**config.mk**
```make
export PLATFORM = sky130hd
export DESIGN_NAME = cp0_exception_unit
export DESIGN_NICKNAME = d
export VERILOG_FILES = /design/src/rtl/cp0_exception_unit.sv
export SDC_FILE = /design/constraint.sdc
export NUM_CORES = 1
export LEC_CHECK = 0
export ABC_AREA = 1
export BUFFER_PORTS_ARGS = -buffer_cell sky130_fd_sc_hd__buf_2
export CORE_MARGIN = 2
export CORE_UTILIZATION = 54
export CTS_CLUSTER_DIAMETER = 30
export DETAILED_ROUTE_END_ITERATION = 8
export GPL_TIMING_DRIVEN = 0
export PLACE_DENSITY_LB_ADDON = 0.2
export SLEW_MARGIN = 20
export SYNTH_ARGS = -nofsm -noshare
export SYNTH_HDL_FRONTEND = slang
export SYNTH_SLANG_ARGS = --single-unit
```
**constraint.sdc**
```tcl
create_clock -name clk -period 1.91 [get_ports clk]
set_input_delay 0 -clock clk [delete_from_list [all_inputs] [get_ports clk]]
set_output_delay 0 -clock clk [all_outputs]
set_load 0.01 [all_outputs]
```
**src/rtl/cp0_exception_unit.sv**
```systemverilog
// ---------------------------------------------------------------------------
// cp0_exception_unit
//
// CP0 register file together with the exception / interrupt commit logic that
// sits at the MEM stage. It holds BadVAddr, Count, Compare, Status, Cause and
// EPC. Each cycle it chooses one event: an interrupt first, then a synchronous
// exception, then ERET, then an MTC0 write. A taken interrupt, exception or
// ERET produces a registered one-cycle flush and a redirect PC.
//
// Handshake: there is no valid/ready pairing here. exc_valid, eret and
// mtc0_we are single-cycle commit strobes sampled on the rising clock edge.
// flush is a one-cycle pulse that appears the cycle after the event, and
// flush_pc is meaningful only while flush is high.
//
// Ports
//   clk, rst          clock; synchronous active-high reset
//   hw_int[5:0]       level-sensitive hardware interrupt lines
//   exc_valid         synchronous exception from the MEM-stage instruction
//   exc_code[4:0]     ExcCode of that exception
//   exc_badvaddr_we   exception carries a faulting address
//   exc_badvaddr      faulting virtual address
//   vic_inst_addr     address of the victim instruction
//   vic_is_delayslot  victim sits in a branch delay slot
//   eret              ERET committing at MEM
//   mtc0_we           MTC0 committing at MEM
//   cp0_waddr/wdata   MTC0 register number and data
//   cp0_raddr/rdata   MFC0 register number and combinational read data
//   flush, flush_pc   registered redirect pulse and target
//   timer_int         timer interrupt pending
//   status_o, cause_o, epc_o  current register values
// ---------------------------------------------------------------------------
module cp0_exception_unit #(
  parameter logic [31:0] EXC_VECTOR = 32'hBFC0_0380,
  parameter int          COUNT_DIV  = 2
) (
  input  logic        clk,
  input  logic        rst,
  input  logic [5:0]  hw_int,
  input  logic        exc_valid,
  input  logic [4:0]  exc_code,
  input  logic        exc_badvaddr_we,
  input  logic [31:0] exc_badvaddr,
  input  logic [31:0] vic_inst_addr,
  input  logic        vic_is_delayslot,
  input  logic        eret,
  input  logic        mtc0_we,
  input  logic [4:0]  cp0_waddr,
  input  logic [31:0] cp0_wdata,
  input  logic [4:0]  cp0_raddr,
  output logic [31:0] cp0_rdata,
  output logic        flush,
  output logic [31:0] flush_pc,
  output logic        timer_int,
  output logic [31:0] status_o,
  output logic [31:0] cause_o,
  output logic [31:0] epc_o
);

  localparam int DIV_W = (COUNT_DIV > 1) ? $clog2(COUNT_DIV) : 1;
  localparam logic [DIV_W-1:0] DIV_LAST = DIV_W'(COUNT_DIV - 1);
  localparam logic [DIV_W-1:0] DIV_ONE  = DIV_W'(1);

  localparam logic [4:0] REG_BADVADDR = 5'd8;
  localparam logic [4:0] REG_COUNT    = 5'd9;
  localparam logic [4:0] REG_COMPARE  = 5'd11;
  localparam logic [4:0] REG_STATUS   = 5'd12;
  localparam logic [4:0] REG_CAUSE    = 5'd13;
  localparam logic [4:0] REG_EPC      = 5'd14;

  // Only the writable fields are stored; constant bits are tied in the
  // assembled views below.
  logic [7:0]       status_im;
  logic             status_exl;
  logic             status_ie;
  logic             cause_bd;
  logic [5:0]       cause_ip_hw;
  logic [1:0]       cause_ip_sw;
  logic [4:0]       cause_exc;
  logic [31:0]      epc_q;
  logic [31:0]      badvaddr_q;
  logic [31:0]      count_q;
  logic [31:0]      compare_q;
  logic [DIV_W-1:0] div_q;
  logic             timer_q;
  logic             flush_q;
  logic [31:0]      flush_pc_q;

  logic [31:0] status_w;
  logic [31:0] cause_w;
  logic        int_req;
  logic        take_exc;
  logic        do_eret;
  logic        do_mtc0;
  logic [31:0] epc_target;

  assign status_w = {9'd0, 1'b1, 6'd0, status_im, 6'd0, status_exl, status_ie};
  assign cause_w  = {cause_bd, 15'd0, cause_ip_hw, cause_ip_sw, 1'b0, cause_exc, 2'b00};

  // Interrupt request is evaluated on the registered state, so a change in
  // hw_int needs one edge to reach Cause.IP before it can be taken.
  assign int_req  = status_ie & ~status_exl &
                    (|({cause_ip_hw, cause_ip_sw} & status_im));
  assign take_exc = int_req | exc_valid;
  assign do_eret  = ~take_exc & eret;
  assign do_mtc0  = ~take_exc & ~eret & mtc0_we;

  // A delay-slot victim restarts at the branch, one word earlier (mod 2^32).
  assign epc_target = vic_inst_addr - (vic_is_delayslot ? 32'd4 : 32'd0);

  always_ff @(posedge clk) begin
    if (rst) begin
      status_im   <= 8'd0;
      status_exl  <= 1'b0;
      status_ie   <= 1'b0;
      cause_bd    <= 1'b0;
      cause_ip_hw <= 6'd0;
      cause_ip_sw <= 2'd0;
      cause_exc   <= 5'd0;
      epc_q       <= 32'd0;
      badvaddr_q  <= 32'd0;
      count_q     <= 32'd0;
      compare_q   <= 32'd0;
      div_q       <= '0;
      timer_q     <= 1'b0;
      flush_q     <= 1'b0;
      flush_pc_q  <= 32'd0;
    end else begin
      cause_ip_hw <= {hw_int[5] | timer_q, hw_int[4:0]};
      flush_q     <= 1'b0;

      // Free-running Count; an MTC0 to Count restarts the divider phase.
      if (do_mtc0 && cp0_waddr == REG_COUNT) begin
        count_q <= cp0_wdata;
        div_q   <= '0;
      end else if (div_q == DIV_LAST) begin
        div_q   <= '0;
        count_q <= count_q + 32'd1;
      end else begin
        div_q   <= div_q + DIV_ONE;
      end

      // Timer is sticky; only rewriting Compare acknowledges it.
      if (do_mtc0 && cp0_waddr == REG_COMPARE) begin
        timer_q <= 1'b0;
      end else if (count_q == compare_q && compare_q != 32'd0) begin
        timer_q <= 1'b1;
      end

      if (take_exc) begin
        status_exl <= 1'b1;
        cause_exc  <= int_req ? 5'd0 : exc_code;
        // A nested event keeps the original return point.
        if (!status_exl) begin
          cause_bd <= vic_is_delayslot;
          epc_q    <= epc_target;
        end
        if (!int_req && exc_badvaddr_we) begin
          badvaddr_q <= exc_badvaddr;
        end
        flush_q    <= 1'b1;
        flush_pc_q <= EXC_VECTOR;
      end else if (do_eret) begin
        status_exl <= 1'b0;
        flush_q    <= 1'b1;
        flush_pc_q <= epc_q;
      end else if (do_mtc0) begin
        case (cp0_waddr)
          REG_COMPARE: compare_q <= cp0_wdata;
          REG_STATUS: begin
            status_im  <= cp0_wdata[15:8];
            status_exl <= cp0_wdata[1];
            status_ie  <= cp0_wdata[0];
          end
          REG_CAUSE:   cause_ip_sw <= cp0_wdata[9:8];
          REG_EPC:     epc_q       <= cp0_wdata;
          default: ;
        endcase
      end
    end
  end

  always_comb begin
    cp0_rdata = 32'd0;
    case (cp0_raddr)
      REG_BADVADDR: cp0_rdata = badvaddr_q;
      REG_COUNT:    cp0_rdata = count_q;
      REG_COMPARE:  cp0_rdata = compare_q;
      REG_STATUS:   cp0_rdata = status_w;
      REG_CAUSE:    cp0_rdata = cause_w;
      REG_EPC:      cp0_rdata = epc_q;
      default:      cp0_rdata = 32'd0;
    endcase
  end

  assign flush     = flush_q;
  assign flush_pc  = flush_pc_q;
  assign timer_int = timer_q;
  assign status_o  = status_w;
  assign cause_o   = cause_w;
  assign epc_o     = epc_q;

endmodule

```
==> qor.csv <==
metric,value,unit
die width,145,µm
Die Y,145,µm
routed len/inst,20.1,µm
outcome,"finished, violations left",
H-tree levels,4,
fin crit share,102,%
Ports,286,
gpl congestion,1.02,
Via Count,13600,
Max clock buf depth,2,
non-filler instance count after layout,2364,
Mean Syn Cell Area,6.42,µm²
"FFs w/ async S/R, synth",0,%
RSZ-0062 raised after global routing,true,
Max Clock Skew,0.0128,ns
"count leader, synth",nand2_1,
vias in the first global route,12300,
ant diodes,0,
via density per instance,5.75,
initial core utilization,55.3,%
Tmin final,1.94,ns
Rows,51,
Worst-path clk slew,0.08,ns
violations in the final reports,negative setup slack,
TritonCTS clock tree,built,
Initial DRT Pass Iterations,6,
crit path max fanout,10,
CTS root buffer,clkbuf_16,
Setup TNS Final,-0.0532,ns
fin nets,2213,
first-iteration detailed-routing DRC count,1647,
top area cells in the synthesized netlist,"dfxtp_1, nand2_1, nor2_1, o21ai_0, inv_1",
required time worst endpoint,2.28,ns
worst ir drop on vdd,687,µV
Synth cell types,44,
Final Util,74.2,%
worst slew pin tran,0.877,ns
worst-skew pair later-pin latency,0.45,ns
worst path arrival time,2.32,ns
grt ovf,0,
area share of the largest cell type after synthesis,34.7,%
share of post-route cells with drive strength above 1,23.2,%
top post-synthesis cells by count,"nand2_1, nor2_1, dfxtp_1, o21ai_0, inv_1",
final worst slack,-0.0321,ns
relative slew slack,41.5,%
# setup viols final,2,
final-report hold violation count,0,
synthesized flop and latch total,187,
# clock sinks,187,
DIE AREA,0.0211,mm²
Filler cells,1560,
Post-DRT Antenna Nets,0,
synth warn,0,
Startpoint Class,register,
GRT Util Overall,42.5,%
register area share after synthesis,34.7,%
f_max,515,MHz
kind of critical path,register to register,
TritonCTS Buffers,17,
Synth area leader,dfxtp_1,
final WL,47500,µm
PD cells,657,mW/mm²
Netlist Area Pre-Place,0.0108,mm²
Placed Instance Area,0.0125,mm²
Post-synth top flop,dfxtp_1,
Syn Inst Count,1680,
Core ar.,0.0195,mm²
global-route wire length before repair,69600,µm
placed instance count,2228,
antenna violations before repair,0,
Setup crit end kind,register,
largest net degree at the start of global routing,22,
design area,0.0145,mm²
Final Slew Violations,0,
DRC viols,0,
dpl hpwl,35000,µm
Layout area overhead,34.3,%
type of the worst min-delay path,primary input to register,
I/O Buffers,245,
Leak,0.00656,µW
max cap viols,0,
"EDFF count, synth",0,
## power breakdown
part	internal, µW	total (µW)	leakage (µW)	switching [µW]
logic	630	1540	0.00473	912
clock network	1790	3720	0.000299	1920
registers	4060	4250	0.00154	195
## per-layer routing
layer  vias to the layer above  global-route usage (%)  wire (µm)
met2                      1040                    67.4      20800
li1                       6206                       -          -
met5                         -                       0          0
met1                      6138                    54.3      18000
met4                         0                    24.9       3340
met3                       211                    7.87       5410
## worst max-delay path, cell delays in order, from the launching register on
cell and delay, ns:
dfxtp_4 0.37, nand2_2 0.08, nand2_2 0.06, nor2_2 0.09
nand2_2 0.12, nand2_4 0.14, nand3_2 0.21, inv_1 0.21
buf_2 0.30, nor2_1 0.13, nor2_1 0.15
## cell usage in the layout (no fill, tap or decap), types with 6 or more instances in the layout
cell type      instances
nand2_1              387
o221a_2               12
dlygate4sd3_1         79
buf_2                257
a221oi_1               7
nor3_1                14
xnor2_1               30
a22oi_1               28
nand3_1               64
nor2_1               330
clkbuf_2              20
buf_6                  6
inv_1                117
buf_4                 73
conb_1                40
o21ai_1               26
o211ai_1              18
clkinv_8               6
a21oi_1               76
dfxtp_2               12
dfxtp_1              172
nor2_2                15
nand4_1               13
o21ai_0              130
xor2_1                17
nor2_4                13
clkbuf_1              32
clkbuf_16             19
nand2_2               11
## logic make-up after synthesis
kind of cell / after synthesis / synth area share (%)
and+or+nand+nor: 869 / 32.5
AOI/OAI and AO/OA: 322 / 17.6
buffers and inverters: 250 / 10.9
DFF: 187 / 34.7
xor gates and xnor gates: 47 / 3.81
adders and majority gates: 3 / 0.348
other: 2 / 0.0696
## area by class of cell
cell class | instances | area [µm²] | area share [%]
plain buffers | 127 | 806 | 5.56
clock buffers | 17 | 425 | 2.94
clock inverters | 15 | 190 | 1.31
inverters | 121 | 462 | 3.19
multi-input cells | 1281 | 6240 | 43.0
flip-flops and latches | 187 | 3770 | 26.0
well taps | 265 | 332 | 2.29
repair buffers | 351 | 2270 | 15.7
## worst paths after layout
kind | cells after the start | slack (ns) | endpoint | from
setup / recovery | 10 | -0.03 | badvaddr_q[31] | status_im[7]
hold / removal | 6 | 0.008 | epc_o[27] | vic_inst_addr[27]
hold reg to reg | 2 | 0.47 | flush_pc[6] | flush_pc[6]
setup reg to reg | 10 | -0.03 | badvaddr_q[31] | status_im[7]
## state kept, by name, indices dropped and copies added, names as in the netlist
register     flops
badvaddr_q      32
compare_q       32
count_q         32
epc_o           32
flush_pc        32
status_im        8
cause_ip_hw      6
cause_exc        5
cause_ip_sw      2
cause_bd         1
div_q            1
flush            1
status_exl       1
status_ie        1
timer_int        1
## stage by stage
step                      power, µW  hold slack (ns)  setup slack [ns]
final                          9510          0.00761           -0.0321
after global routing           9770           0.0640           -0.0833
after CTS                      9330          0.00814           0.00497
after detailed placement       5580            0.209            -0.373
after global placement         5550            0.202            -0.381
after floorplan                4960            0.107             0.260
## timing repair
item	in CTS	in global routing
hold buffers	79	0
cloned	0	2
setup endpoints to repair	131	173
buffers inserted	11	14
hold endpoints to repair	124	0
gates resized for setup	39	112
pin swaps	5	22
No activity file was read; power rests on OpenSTA's default activity.
